==> config.mk <==
export PLATFORM = sky130hd
export DESIGN_NAME = mem_arbiter
export DESIGN_NICKNAME = d
export VERILOG_FILES = /design/src/rtl/mem_arbiter.sv
export SDC_FILE = /design/constraint.sdc
export NUM_CORES = 1
export LEC_CHECK = 0
export CELL_PAD_IN_SITES_DETAIL_PLACEMENT = 0
export CELL_PAD_IN_SITES_GLOBAL_PLACEMENT = 1
export CORE_MARGIN = 2
export CORE_UTILIZATION = 35
export CTS_CLUSTER_SIZE = 10
export DETAILED_ROUTE_END_ITERATION = 16
export GPL_ROUTABILITY_DRIVEN = 0
export PLACE_DENSITY = 0.94
export SLEW_MARGIN = 20
export SYNTH_ARGS = -nofsm -noshare
export SYNTH_HDL_FRONTEND = slang
export SYNTH_SLANG_ARGS = --single-unit
==> constraint.sdc <==
create_clock -name clk -period 3.9 [get_ports clk]
set_input_delay 1.17 -clock clk [delete_from_list [all_inputs] [get_ports clk]]
set_output_delay 1.17 -clock clk [all_outputs]
set_load 0.02 [all_outputs]
==> src/rtl/mem_arbiter.sv <==
// mem_arbiter: single-port SRAM arbiter between fetch and MEM stage.
// Data side wins ties; each access holds the strobes ACCESS_CYCLES.
module mem_arbiter #(
   parameter int ADDR_W        = 16,
   parameter int DATA_W        = 16,
   parameter int ACCESS_CYCLES = 2
) (
   input  logic              clk,
   input  logic              rst,
   input  logic              if_req,
   input  logic [ADDR_W-1:0] if_addr,
   output logic [DATA_W-1:0] if_rdata,
   output logic              if_ack,
   input  logic              mem_req,
   input  logic              mem_we,
   input  logic [ADDR_W-1:0] mem_addr,
   input  logic [DATA_W-1:0] mem_wdata,
   output logic [DATA_W-1:0] mem_rdata,
   output logic              mem_ack,
   output logic              MemConflict,
   output logic [ADDR_W-1:0] ram_addr,
   output logic [DATA_W-1:0] ram_wdata,
   output logic              ram_data_oe,
   input  logic [DATA_W-1:0] ram_rdata,
   output logic              ram_en_n,
   output logic              ram_oe_n,
   output logic              ram_we_n
);

   typedef enum logic [1:0] {
      IDLE,
      ACCESS,
      FINISH
   } state_t;

   localparam logic [3:0] CNT_INIT = 4'(ACCESS_CYCLES - 1);

   state_t     state;
   logic       owner_mem;
   logic       we;
   logic [3:0] cnt;
   logic       grant_we;

   assign grant_we = mem_req & mem_we;

   // Fetch must stall whenever the data side holds or is about to take the SRAM
   assign MemConflict = if_req &
      (((state != IDLE) & owner_mem) |
       ((state == IDLE) & mem_req));

   always_ff @(posedge clk or negedge rst) begin
      if (!rst) begin
         state       <= IDLE;
         owner_mem   <= 1'b0;
         we          <= 1'b0;
         cnt         <= '0;
         ram_addr    <= '0;
         ram_wdata   <= '0;
         ram_en_n    <= 1'b1;
         ram_oe_n    <= 1'b1;
         ram_we_n    <= 1'b1;
         ram_data_oe <= 1'b0;
         if_ack      <= 1'b0;
         mem_ack     <= 1'b0;
         if_rdata    <= '0;
         mem_rdata   <= '0;
      end else begin
         if_ack  <= 1'b0;
         mem_ack <= 1'b0;
         unique case (state)
            IDLE: begin
               if (mem_req | if_req) begin
                  owner_mem   <= mem_req;
                  we          <= grant_we;
                  ram_addr    <= mem_req ? mem_addr : if_addr;
                  if (mem_req)
                     ram_wdata <= mem_wdata;
                  cnt         <= CNT_INIT;
                  state       <= ACCESS;
                  ram_en_n    <= 1'b0;
                  ram_oe_n    <= grant_we;
                  ram_we_n    <= ~grant_we;
                  ram_data_oe <= grant_we;
               end
            end
            ACCESS: begin
               if (cnt == '0) begin
                  state    <= FINISH;
                  ram_en_n <= 1'b1;
                  ram_oe_n <= 1'b1;
                  ram_we_n <= 1'b1;
                  if (owner_mem) begin
                     mem_ack <= 1'b1;
                     if (!we)
                        mem_rdata <= ram_rdata;
                  end else begin
                     if_ack   <= 1'b1;
                     if_rdata <= ram_rdata;
                  end
               end else begin
                  cnt <= cnt - 4'd1;
               end
            end
            FINISH: begin
               // Bus drive held one extra cycle for write hold time
               ram_data_oe <= 1'b0;
               state       <= IDLE;
            end
            default: state <= IDLE;
         endcase
      end
   end

endmodule

==> tab_implementation.tex, run 1 <==
\begin{tabular}{lr}
\hline
Metric & Value \\
\hline
\multicolumn{2}{l}{\textbf{Routing}} \\
\quad ANT nets after route & 0 \\
\quad DR vias & 2427 \\
\quad Avg WL per Cell & 15.23 µm \\
\quad Post-Route WL & 7493 µm \\
\quad Violation count after the first detailed-routing iteration & 39 \\
\quad Post-detailed-route via-to-cell ratio & $\sim$5 \\
\quad Detailed-route DRC error count & 0 \\
\quad Pre-antenna DRT Iters & 4 \\
\multicolumn{2}{l}{\textbf{Clocking}} \\
\quad Source-to-sink clock delay at the later pin of the worst-skew pair & 340 ps \\
\quad \# resized after CTS & 0 \\
\quad CTS buffer count & 9 \\
\quad Clock transition at the register clock pins on the worst setup and hold paths after CTS & around 80 ps \\
\quad Hold Buf Count CTS & 0 \\
\quad CTS H-Tree Depth & 3 \\
\quad Clock root buffer & sky130\_fd\_sc\_hd\_\_clkbuf\_8 \\
\quad Number of clock sinks & 78 \\
\quad TritonCTS clock tree & built \\
\quad Post-CTS setup repair buffer count & 0 \\
\quad Number of buffers between clock root and the deepest sink & 2 \\
\multicolumn{2}{l}{\textbf{GRT}} \\
\quad Pin count of the biggest net entering global routing & 79 \\
\quad Number of antenna violations at the first check in global routing & 0 \\
\quad Remaining global-route overflow & 0 \\
\quad Number of global-route vias before repair & 2446 \\
\quad First-pass GRT wire length & roughly 12000 µm \\
\quad GRT Util Overall & 15.16\% \\
\multicolumn{2}{l}{\textbf{Timing}} \\
\quad Final setup violation count & 0 \\
\quad Maximum clock frequency & between 200 and 300 MHz \\
\quad Setup repair after global routing missed its margin & false \\
\quad Worst hold slack after final layout & roughly 500 ps \\
\quad Pin slew with the least headroom to its limit & 956.2 ps \\
\quad Post-layout minimum cycle time & $\sim$3700 ps \\
\quad Slew Limit Headroom & 36.26\% \\
\quad Fin Clk Skew & 9.291 ps \\
\quad Count of pins over their slew limit & 0 \\
\quad Hold Violations, Final & 0 \\
\quad Final TNS setup & 0 ps \\
\quad Crit share post-route & 94.01\% \\
\multicolumn{2}{l}{\textbf{Setup path}} \\
\quad Crit. End Element & output pin \\
\quad Kind of cell adding the most delay to the critical path & buffers and inverters \\
\quad R2R Setup Slk & roughly 1800 ps \\
\quad WP data arrival & 2500 ps \\
\quad Delay of the slowest critical-path stage & 600 ps \\
\quad Buffers and inverters on the worst path & 2 \\
\quad CP startpoint kind & input port \\
\quad Slowest cell on the critical path & sky130\_fd\_sc\_hd\_\_clkdlybuf4s50\_1 \\
\quad Cells traversed along the worst timing path & clkdlybuf4s50\_1 > and2\_1 > o21a\_1 > clkdlybuf4s50\_1 \\
\quad Launch instance of the worst register-to-register path & state[0] \\
\quad Kind of critical path & in2out \\
\quad Critical-path maximum fanout & 2 \\
\quad Crit-path most repeated cell & sky130\_fd\_sc\_hd\_\_clkdlybuf4s50\_1 \\
\quad Data required time at the worst endpoint & 2730 ps \\
\quad R2r endpoint & mem\_rdata[12] \\
\quad FF-to-FF path depth & 3 \\
\multicolumn{2}{l}{\textbf{Synthesis}} \\
\quad Mean instance size in the synthesized netlist & between 10 and 15 µm² \\
\quad Number of distinct standard cells referenced by the synthesized netlist & 34 \\
\quad Total nets after synthesis & 309 \\
\quad Post-Synth Simple-Gate Area & under 10\% \\
\quad Post-synth EDFFs & 0 \\
\quad Seq cells post-synth & 78 \\
\quad Synthesis Warnings & 0 \\
\quad Synth Area in Compound Gates & 9.136\% \\
\quad Share of synthesized flip-flops with an asynchronous set or reset & 100.0\% \\
\quad Sequential element share of the synthesized area & 59.25\% \\
\quad Post-synthesis share of cell area spent on xor and xnor gates & 0.2654\% \\
\quad Post-synthesis share of cell area spent on full adders, half adders and majority gates & 0.7582\% \\
\quad Primary flip-flop cell chosen by synthesis mapping & sky130\_fd\_sc\_hd\_\_dfrtp\_1 \\
\quad Netlist area before placement & 0.003301 mm² \\
\quad Combinational family with the most area after synthesis & multiplexers \\
\quad Count of mapped cells out of synthesis & 238 \\
\quad Multiplexer area fraction after synthesis & 22.67\% \\
\multicolumn{2}{l}{\textbf{Power}} \\
\quad Internal power component & 2.717 mW \\
\quad Logic gate share of total power & 50.6\% \\
\quad Power share of the sequential group & 34.2\% \\
\quad Highest ir drop seen on vdd & 357.8 µV \\
\quad Sw power & 1.545 mW \\
\quad Net switching fraction of the power & 36.25\% \\
\quad Power density cells & 854.0 mW/mm² \\
\quad Total power & 4.261 mW \\
\quad Lkg Pwr & about 2.1 nW \\
\quad Clock network fraction of total power & around 15\% \\
\multicolumn{2}{l}{\textbf{Final layout}} \\
\quad Fraction of layout instances using a drive strength above 1 & between 10\% and 20\% \\
\quad Synthesis-to-layout area growth & 51.18\% \\
\quad Net count of the finished layout & 447 \\
\quad \# fillers & between 800 and 900 \\
\quad ANT cells & 0 \\
\quad Sequential cell area & 0.001956 mm² \\
\quad Post-layout instance count excluding filler cells & 492 \\
\quad Combined area of the multi-input logic cells & 0.001255 mm² \\
\quad Post-layout instance area & 0.004990 mm² \\
\multicolumn{2}{l}{\textbf{Min path}} \\
\quad Worst hold path stage count & 1 \\
\quad Worst min path class & reg2reg \\
\quad Worst hold endpoint & we \\
\quad Hold path start & we \\
\multicolumn{2}{l}{\textbf{Floorplan}} \\
\quad Horizontal die dimension & just over 100 µm \\
\quad Chip Height & approximately 100 µm \\
\quad Initial cell density of the core & a little over a third \\
\quad Area of the die & roughly 0.010 mm² \\
\quad I/O pin cnt & 140 \\
\quad Std-Cell Core Area & a little over 0.009 mm² \\
\quad Row count & 35 \\
\multicolumn{2}{l}{\textbf{Placed design}} \\
\quad Placed Instance Area & 0.004776 mm² \\
\quad Number of placed cells counting well taps & roughly 480 \\
\quad DP HPWL & between 5000 and 6000 µm \\
\quad PortBufs & between 100 and 150 \\
\multicolumn{2}{l}{\textbf{Run}} \\
\quad Max Cap Violations & 0 \\
\multicolumn{2}{l}{\textbf{Run status}} \\
\quad Status & complete, no violations \\
\hline
\end{tabular}
==> area by class of cell <==
type	instances	share of cell area (%)
timing repair buffer	142	28.28
clock inverter	6	1.730
multi-input combinational	141	25.15
clock buffer	10	2.558
tap	111	2.783
inverter	4	0.3009
sequential	78	39.19
==> layout by cell type (no fill, tap or decap), types with 5 or more instances in the layout <==
| master | count |
|---|---|
| sky130_fd_sc_hd__mux2_2 | 38 |
| sky130_fd_sc_hd__mux2_4 | 10 |
| sky130_fd_sc_hd__a21oi_1 | 20 |
| sky130_fd_sc_hd__mux2i_1 | 17 |
| sky130_fd_sc_hd__dfrtp_1 | 75 |
| sky130_fd_sc_hd__clkdlybuf4s50_1 | 138 |
| sky130_fd_sc_hd__clkbuf_8 | 9 |
| sky130_fd_sc_hd__a31oi_1 | 16 |
| sky130_fd_sc_hd__nand2_1 | 5 |
==> logic make-up after synthesis <==
| group | after synthesis |
|---|---|
| adders and majority gates | 2 |
| DFF | 78 |
| buffers and inverters | 19 |
| xor gates and xnor gates | 1 |
| and+or+nand+nor | 24 |
| muxes | 65 |
| AOI/OAI and AO/OA | 49 |
==> power by group through the flow <==
stage | Clock [mW] | Combinational (mW) | Sequential (mW)
after floorplan | 0 | 0.768 | 1.89
after global placement | 0 | 2.14 | 1.46
after detailed placement | 0 | 2.18 | 1.47
after CTS | 0.668 | 2.19 | 1.46
after global routing | 0.705 | 2.31 | 1.51
final | 0.646 | 2.16 | 1.46
==> synth_stat cells (2+ instances only) <==
cell	count	area share (%)
sky130_fd_sc_hd__mux2_4	10	4.5
sky130_fd_sc_hd__nor2_1	3	0.34
sky130_fd_sc_hd__buf_6	2	0.68
sky130_fd_sc_hd__o21ai_0	3	0.45
sky130_fd_sc_hd__dfrtp_1	75	57
sky130_fd_sc_hd__a32o_1	2	0.61
sky130_fd_sc_hd__a21oi_1	20	3.0
sky130_fd_sc_hd__nor3_1	4	0.61
sky130_fd_sc_hd__inv_1	4	0.45
sky130_fd_sc_hd__nand2_1	5	0.57
sky130_fd_sc_hd__clkbuf_1	6	0.68
sky130_fd_sc_hd__a31oi_1	16	3.0
sky130_fd_sc_hd__dfstp_2	3	2.4
sky130_fd_sc_hd__nand2b_1	3	0.57
sky130_fd_sc_hd__mux2i_1	17	5.2
sky130_fd_sc_hd__and2_1	2	0.38
sky130_fd_sc_hd__ha_1	2	0.76
sky130_fd_sc_hd__nor2b_1	2	0.38
sky130_fd_sc_hd__buf_1	2	0.23
sky130_fd_sc_hd__a21o_1	2	0.45
sky130_fd_sc_hd__mux2_2	38	13
sky130_fd_sc_hd__buf_2	5	0.76
==> per-stage QoR <==
step           worst slack [ps]  utilization (%)
2_1_floorplan             811.1                -
4_1_cts                   229.0            54.26
6_report                  233.6            54.26
3_5_place_dp              235.1            51.93
5_1_grt                   182.8            54.26
3_3_place_gp              234.4            51.93
==> metal layers <==
layer,up-vias,GRT usage (%),wire [µm]
met5,-,0,0
met4,0,4.990,75
met3,8,5.617,622
met2,101,24.66,3510
met1,1175,18.74,3284
li1,1143,-,-
==> registers in the layout, summed over array words and instances, names as in the netlist, 2 cells and up <==
name / cells
cnt: 4
ram_addr: 16
mem_rdata: 16
ram_wdata: 16
state: 2
if_rdata: 16
==> worst max path at each step <==
stage / slack (ps) / start / end / cells past startpoint
after global routing: 180 / mem_req / MemConflict / 4
after floorplan: 810 / mem_req / MemConflict / 4
final: 230 / mem_req / MemConflict / 4
after CTS: 230 / mem_req / MemConflict / 4
after detailed placement: 240 / mem_req / MemConflict / 4
after global placement: 230 / mem_req / MemConflict / 4
No activity file was read; power rests on OpenSTA's default activity.
==> run 2: changes to the inputs <==
==> constraint.sdc (replaced) <==
create_clock -name clk -period 3.9 [get_ports clk]
set_input_delay 1.17 -clock clk [delete_from_list [all_inputs] [get_ports clk]]
set_output_delay 1.17 -clock clk [all_outputs]
set_load 0.05 [all_outputs]
==> tab_implementation.tex, run 2 (same netlist as run 1, synthesis figures left out) <==
\begin{tabular}{lr}
\hline
Metric & Value \\
\hline
\multicolumn{2}{l}{\textbf{Run status}} \\
\quad Status & complete, no violations (unchanged) \\
\multicolumn{2}{l}{\textbf{Timing}} \\
\quad Fin Clk Skew & 14.75 ps (was 9.291 ps) \\
\quad Hold Violations, Final & 0 (unchanged) \\
\quad Maximum clock frequency & 306.8 MHz (was 272.7 MHz) \\
\quad Final setup violation count & 0 (unchanged) \\
\quad Post-layout minimum cycle time & 3260 ps (was 3666 ps) \\
\quad Slew Limit Headroom & 35.80\% (was 36.26\%) \\
\quad Count of pins over their slew limit & 0 (unchanged) \\
\quad Pin slew with the least headroom to its limit & 962.9 ps (was 956.2 ps) \\
\quad Final TNS setup & 0 ps (unchanged) \\
\quad Crit share post-route & 83.58\% (was 94.01\%) \\
\quad Setup repair after global routing missed its margin & false (unchanged) \\
\multicolumn{2}{l}{\textbf{GRT}} \\
\quad Pin count of the biggest net entering global routing & 79 (unchanged) \\
\quad Number of global-route vias before repair & 2418 (was 2446) \\
\quad First-pass GRT wire length & 12100 µm (was 11970 µm) \\
\quad GRT Util Overall & 15.11\% (was 15.16\%) \\
\quad Remaining global-route overflow & 0 (unchanged) \\
\quad Number of antenna violations at the first check in global routing & 0 (unchanged) \\
\multicolumn{2}{l}{\textbf{Min path}} \\
\quad Worst min path class & reg2reg (unchanged) \\
\quad Worst hold endpoint & if\_rdata[11] (was we) \\
\quad Hold path start & if\_rdata[11] (was we) \\
\quad Worst hold path stage count & 1 (unchanged) \\
\multicolumn{2}{l}{\textbf{Final layout}} \\
\quad Post-layout instance area & 0.004996 mm² (was 0.004990 mm²) \\
\quad Most common cell after layout, fill and taps aside & sky130\_fd\_sc\_hd\_\_clkdlybuf4s50\_1 (unchanged) \\
\quad \# fillers & 802 (was 807) \\
\quad ANT cells & 0 (unchanged) \\
\quad Fraction of layout instances using a drive strength above 1 & 20.05\% (was 19.95\%) \\
\quad Highest-count cells in the layout ignoring fill and taps & 137 x sky130\_fd\_sc\_hd\_\_clkdlybuf4s50\_1, 75 x sky130\_fd\_sc\_hd\_\_dfrtp\_1, 38 x sky130\_fd\_sc\_hd\_\_mux2\_2 (was 138 x sky130\_fd\_sc\_hd\_\_clkdlybuf4s50\_1, 75 x sky130\_fd\_sc\_hd\_\_dfrtp\_1, 38 x sky130\_fd\_sc\_hd\_\_mux2\_2) \\
\quad Net count of the finished layout & 447 (unchanged) \\
\quad Final Util & 54.33\% (was 54.26\%) \\
\quad Synthesis-to-layout area growth & 51.36\% (was 51.18\%) \\
\multicolumn{2}{l}{\textbf{Setup path}} \\
\quad CP startpoint kind & input port (unchanged) \\
\quad Slowest cell on the critical path & sky130\_fd\_sc\_hd\_\_clkdlybuf4s50\_1 (unchanged) \\
\quad Crit. End Element & output pin (unchanged) \\
\quad Launch instance of the worst register-to-register path & state[0] (unchanged) \\
\quad R2R Setup Slk & 1700 ps (was 1760 ps) \\
\quad Delay of the slowest critical-path stage & 410 ps (was 600 ps) \\
\quad Cells traversed along the worst timing path & clkdlybuf4s50\_1 > and2\_1 > o21a\_1 > buf\_12 (was clkdlybuf4s50\_1 > and2\_1 > o21a\_1 > clkdlybuf4s50\_1) \\
\quad Critical-path maximum fanout & 2 (unchanged) \\
\quad Data required time at the worst endpoint & 2730 ps (about the same) \\
\quad WP data arrival & 2090 ps (was 2500 ps) \\
\quad Kind of critical path & in2out (unchanged) \\
\quad FF-to-FF path depth & 3 (unchanged) \\
\quad R2r endpoint & mem\_rdata[11] (was mem\_rdata[12]) \\
\multicolumn{2}{l}{\textbf{Routing}} \\
\quad Post-Route WL & 7422 µm (was 7493 µm) \\
\quad Avg WL per Cell & 15.15 µm (was 15.23 µm) \\
\quad Post-detailed-route via-to-cell ratio & 4.927 (was 4.933) \\
\quad ANT nets after route & 0 (unchanged) \\
\quad DR vias & 2414 (was 2427) \\
\quad Pre-antenna DRT Iters & 4 (unchanged) \\
\quad Detailed-route DRC error count & 0 (unchanged) \\
\quad Violation count after the first detailed-routing iteration & 36 (was 39) \\
\multicolumn{2}{l}{\textbf{Power}} \\
\quad Highest ir drop seen on vdd & 563.9 µV (was 357.8 µV) \\
\quad Power density cells & 1023 mW/mm² (was 854.0 mW/mm²) \\
\quad Lkg Pwr & 2.144 nW (was 2.140 nW) \\
\quad Total power & 5.111 mW (was 4.261 mW) \\
\multicolumn{2}{l}{\textbf{Floorplan}} \\
\quad Std-Cell Core Area & 0.009196 mm² (unchanged) \\
\quad Area of the die & 0.01022 mm² (unchanged) \\
\quad Row count & 35 (unchanged) \\
\quad Initial cell density of the core & 35.89\% (unchanged) \\
\quad Horizontal die dimension & 101.1 µm (unchanged) \\
\quad Chip Height & 101.1 µm (unchanged) \\
\quad I/O pin cnt & 140 (unchanged) \\
\multicolumn{2}{l}{\textbf{Clocking}} \\
\quad CTS H-Tree Depth & 3 (unchanged) \\
\quad Source-to-sink clock delay at the later pin of the worst-skew pair & 340 ps (about the same) \\
\quad CTS buffer count & 9 (unchanged) \\
\quad Clock transition at the register clock pins on the worst setup and hold paths after CTS & 70 ps (was 80 ps) \\
\quad Hold Buf Count CTS & 0 (unchanged) \\
\quad TritonCTS clock tree & built (unchanged) \\
\quad Number of clock sinks & 78 (unchanged) \\
\quad Clock root buffer & sky130\_fd\_sc\_hd\_\_clkbuf\_8 (unchanged) \\
\quad Number of buffers between clock root and the deepest sink & 2 (unchanged) \\
\quad \# resized after CTS & 0 (unchanged) \\
\quad Post-CTS setup repair buffer count & 0 (unchanged) \\
\multicolumn{2}{l}{\textbf{Placed design}} \\
\quad DP HPWL & 5307 µm (was 5468 µm) \\
\quad Placed Instance Area & 0.004786 mm² (was 0.004776 mm²) \\
\quad PortBufs & 139 (unchanged) \\
\multicolumn{2}{l}{\textbf{Run}} \\
\quad Max Cap Violations & 0 (unchanged) \\
\hline
\end{tabular}
==> run 2: cell count changes in the layout (fill, tap and decap cells not counted), sizes merged <==
cell | before | now
buf | 4 | 5
clkinv | 3 | 1
clkdlybuf4s50 | 138 | 137
==> run 2: metal layers <==
layer	vias up	global-route usage, %	share of wire [%]
met5	-	0	0
met4	0	5.405	1.1
met3	9	4.854	7.9
met2	103	23.64	46
met1	1164	19.77	44
li1	1138	-	-
==> run 2: worst max-delay path by stage <==
stage	cells past startpoint	start	to
floorplan	4	mem_req	MemConflict
global placement	4	mem_req	MemConflict
detailed placement	4	mem_req	MemConflict
CTS	4	mem_req	MemConflict
global route	4	mem_req	MemConflict
finish	4	mem_req	MemConflict
==> run 2: layout make-up <==
class                           count  area, µm²  area share [%]
Clock buffer                       10      137.6           2.755
Clock inverter                      4      72.57           1.453
Inverter                            4      15.01          0.3005
Multi-Input combinational cell    141       1255           25.12
Sequential cell                    78       1956           39.14
Tap cell                          111      138.9           2.780
Timing Repair Buffer              142       1421           28.45
==> run 2: metrics by stage <==
stage	cells	hold slack, ps	setup WS (ps)
finish	490	504.6	640.2
global route	490	515.8	595.6
CTS	490	510.5	633.3
detailed placement	476	489.5	637.7
global placement	476	481.8	627.0
floorplan	238	466.6	617.6
==> run 2: power breakdown <==
part | leakage [nW] | switching (mW) | internal (mW)
sequential | 0.908 | 0.242 | 1.22
clock | 0.104 | 0.277 | 0.370
combinational | 1.13 | 1.86 | 1.14
==> run 2: worst max-delay path, delay by kind of cell <==
kind / cells / cell delay [ps]
AOI/OAI and AO/OA: 1 / 210
buffers and inverters: 2 / 560
and+or+nand+nor: 1 / 150
==> run 3: changes to the inputs <==
CORE_UTILIZATION = 33   (was 35)
PLACE_DENSITY = 0.9   (was 0.94)
clock period = 3.1 ns   (was 3.9 ns; I/O delays follow)
==> tab_implementation.tex, run 3 (same netlist as run 1, synthesis figures left out) <==
\begin{tabular}{lr}
\hline
Metric & Value \\
\hline
\multicolumn{2}{l}{\textbf{Run status}} \\
\quad Status & complete, no violations (unchanged) \\
\multicolumn{2}{l}{\textbf{Timing}} \\
\quad Final TNS setup & 0 ps (unchanged) \\
\quad Post-layout minimum cycle time & 2828 ps \\
\quad Fin Clk Skew & 12.81 ps (was 14.75 ps) \\
\quad Count of pins over their slew limit & 0 (unchanged) \\
\quad Slew Limit Headroom & 62.95\% (was 35.80\%) \\
\quad Pin slew with the least headroom to its limit & 554.0 ps (was 962.9 ps) \\
\quad Setup repair after global routing missed its margin & false (unchanged) \\
\quad Crit share post-route & 91.22\% \\
\quad Final setup margin & 272.3 ps (was 640.2 ps) \\
\quad Final setup violation count & 0 (unchanged) \\
\quad Hold Violations, Final & 0 (unchanged) \\
\quad Maximum clock frequency & about 350 MHz \\
\multicolumn{2}{l}{\textbf{Placed design}} \\
\quad PortBufs & 139 (unchanged) \\
\quad Pre-CTS setup slack & 276.9 ps (was 637.7 ps) \\
\quad DP HPWL & 5582 µm (was 5307 µm) \\
\multicolumn{2}{l}{\textbf{GRT}} \\
\quad First-pass GRT wire length & 12610 µm (was 12100 µm) \\
\quad Number of global-route vias before repair & 2551 (was 2418) \\
\quad Pin count of the biggest net entering global routing & 43 (was 79) \\
\quad Number of antenna violations at the first check in global routing & 0 (unchanged) \\
\quad Remaining global-route overflow & 0 (unchanged) \\
\quad GRT Util Overall & 14.43\% (was 15.11\%) \\
\multicolumn{2}{l}{\textbf{Clocking}} \\
\quad CTS H-Tree Depth & 3 (unchanged) \\
\quad Hold Buf Count CTS & 0 (unchanged) \\
\quad Source-to-sink clock delay at the later pin of the worst-skew pair & 340 ps (about the same) \\
\quad \# resized after CTS & 0 (unchanged) \\
\quad Clock transition at the register clock pins on the worst setup and hold paths after CTS & 90 ps (was 70 ps) \\
\quad Number of buffers between clock root and the deepest sink & 2 (unchanged) \\
\quad Post-CTS setup repair buffer count & 0 (unchanged) \\
\quad Number of clock sinks & 78 (unchanged) \\
\quad Clock root buffer & sky130\_fd\_sc\_hd\_\_clkbuf\_8 (unchanged) \\
\quad TritonCTS clock tree & built (unchanged) \\
\quad CTS buffer count & 9 (unchanged) \\
\multicolumn{2}{l}{\textbf{Final layout}} \\
\quad Highest-count cells in the layout ignoring fill and taps & 137 x sky130\_fd\_sc\_hd\_\_clkdlybuf4s50\_1, 75 x sky130\_fd\_sc\_hd\_\_dfrtp\_1, 38 x sky130\_fd\_sc\_hd\_\_mux2\_2 (unchanged) \\
\quad ANT cells & 0 (unchanged) \\
\quad Net count of the finished layout & 450 (was 447) \\
\quad Synthesis-to-layout area growth & 53.07\% (was 51.36\%) \\
\quad Most common cell after layout, fill and taps aside & sky130\_fd\_sc\_hd\_\_clkdlybuf4s50\_1 (unchanged) \\
\quad \# fillers & 867 (was 802) \\
\quad Fraction of layout instances using a drive strength above 1 & 21.09\% (was 20.05\%) \\
\multicolumn{2}{l}{\textbf{Setup path}} \\
\quad Cells traversed along the worst timing path & clkdlybuf4s50\_1 > and2\_1 > o21a\_1 > buf\_12 (unchanged) \\
\quad Data required time at the worst endpoint & 2170 ps (was 2730 ps) \\
\quad Critical-path maximum fanout & 2 (unchanged) \\
\quad R2R Setup Slk & 1000 ps (was 1700 ps) \\
\quad Delay of the slowest critical-path stage & 480 ps (was 410 ps) \\
\quad Kind of critical path & in2out (unchanged) \\
\quad Slowest cell on the critical path & sky130\_fd\_sc\_hd\_\_clkdlybuf4s50\_1 (unchanged) \\
\quad Crit. End Element & output pin (unchanged) \\
\quad WP data arrival & 1900 ps (was 2090 ps) \\
\quad CP startpoint kind & input port (unchanged) \\
\multicolumn{2}{l}{\textbf{Floorplan}} \\
\quad I/O pin cnt & 140 (unchanged) \\
\quad Horizontal die dimension & 104.0 µm (was 101.1 µm) \\
\quad Area of the die & 0.01082 mm² (was 0.01022 mm²) \\
\quad Chip Height & 104.0 µm (was 101.1 µm) \\
\quad Std-Cell Core Area & 0.009729 mm² (was 0.009196 mm²) \\
\quad Row count & 36 (was 35) \\
\quad Initial cell density of the core & 33.92\% (was 35.89\%) \\
\multicolumn{2}{l}{\textbf{Routing}} \\
\quad DR vias & 2415 (was 2414) \\
\quad Pre-antenna DRT Iters & 4 (unchanged) \\
\quad Detailed-route DRC error count & 0 (unchanged) \\
\quad ANT nets after route & 0 (unchanged) \\
\quad Violation count after the first detailed-routing iteration & 49 (was 36) \\
\quad Post-detailed-route via-to-cell ratio & 4.671 (was 4.927) \\
\quad Post-Route WL & 7705 µm (was 7422 µm) \\
\quad Avg WL per Cell & 14.90 µm (was 15.15 µm) \\
\multicolumn{2}{l}{\textbf{Run}} \\
\quad Max Cap Violations & 0 (unchanged) \\
\multicolumn{2}{l}{\textbf{Power}} \\
\quad Net switching fraction of the power & 47.32\% (was 46.60\%) \\
\quad Power share of the sequential group & 28.5\% (was 28.6\%) \\
\quad Internal power component & 3.381 mW (was 2.729 mW) \\
\quad Sw power & 3.036 mW (was 2.382 mW) \\
\quad Lkg Pwr & 2.165 nW (was 2.144 nW) \\
\quad Clock network fraction of total power & 12.0\% (was 12.7\%) \\
\quad Logic gate share of total power & 59.5\% (was 58.7\%) \\
\quad Power density cells & 1270 mW/mm² (was 1023 mW/mm²) \\
\quad Highest ir drop seen on vdd & 490.9 µV (was 563.9 µV) \\
\multicolumn{2}{l}{\textbf{Min path}} \\
\quad Worst min path class & reg2reg (unchanged) \\
\hline
\end{tabular}
-- run 3: changes by cell type in the layout (fill, tap and decap cells not counted), sizes merged --
cell and delta:
buf +3, clkinv +2, inv +2, bufinv -1, clkinvlp -1
-- run 3: cell type report --
cell class	count	area [µm²]	share of cell area, %
Clock buffer	10	137.6	2.724
Inverter	4	15.01	0.2972
Tap cell	133	166.4	3.294
Clock inverter	6	66.31	1.313
Multi-Input combinational cell	141	1255	24.84
Sequential cell	78	1956	38.71
Timing Repair Buffer	145	1456	28.83
-- run 3: worst paths after layout --
| path | to | from | cells past startpoint |
|---|---|---|---|
| hold / removal | ram_wdata[5] | ram_wdata[5] | 1 |
| min in group asynchronous | ram_wdata[14] | rst | 1 |
| setup reg to reg | mem_rdata[15] | cnt[0] | 5 |
| hold reg to reg | ram_wdata[5] | ram_wdata[5] | 1 |
| setup / recovery | MemConflict | mem_req | 4 |
| max in group asynchronous | if_rdata[1] | rst | 2 |
-- run 3: power groups by stage --
stage	combinational (mW)	clock, mW	sequential [mW]
5_1_grt	4.00	0.842	1.89
2_1_floorplan	0.980	0	3.41
6_report	3.82	0.773	1.83
3_5_place_dp	3.84	0	1.85
3_3_place_gp	3.79	0	1.82
4_1_cts	3.85	0.803	1.83
-- run 3: metrics by stage --
| step | cell area [µm²] | cells | utilization [%] | hold WS (ps) | total power [mW] |
|---|---|---|---|---|---|
| CTS | 5052 | 517 | 51.93 | 511.7 | 6.486 |
| global placement | 4848 | 501 | 49.83 | 488.2 | 5.618 |
| detailed placement | 4848 | 501 | 49.83 | 491.8 | 5.690 |
| floorplan | 3301 | 238 | - | 466.6 | 4.391 |
| global route | 5052 | 517 | 51.93 | 523.1 | 6.734 |
| finish | 5052 | 517 | 51.93 | 509.3 | 6.417 |
-- run 3: critical path: cells and delay by family --
family	cells	cell delay [ps]
compound gates	1	180
buf+inv	2	620
simple gates	1	160
-- run 3: layer usage --
layer	up-vias	wire (µm)	part of all wire, %	GRT usage, %
li1	1142	-	-	-
met1	1173	3261	42	16.84
met2	92	3804	49	24.58
met3	8	518	6.7	4.574
met4	0	121	1.6	5.888
met5	-	0	0	0
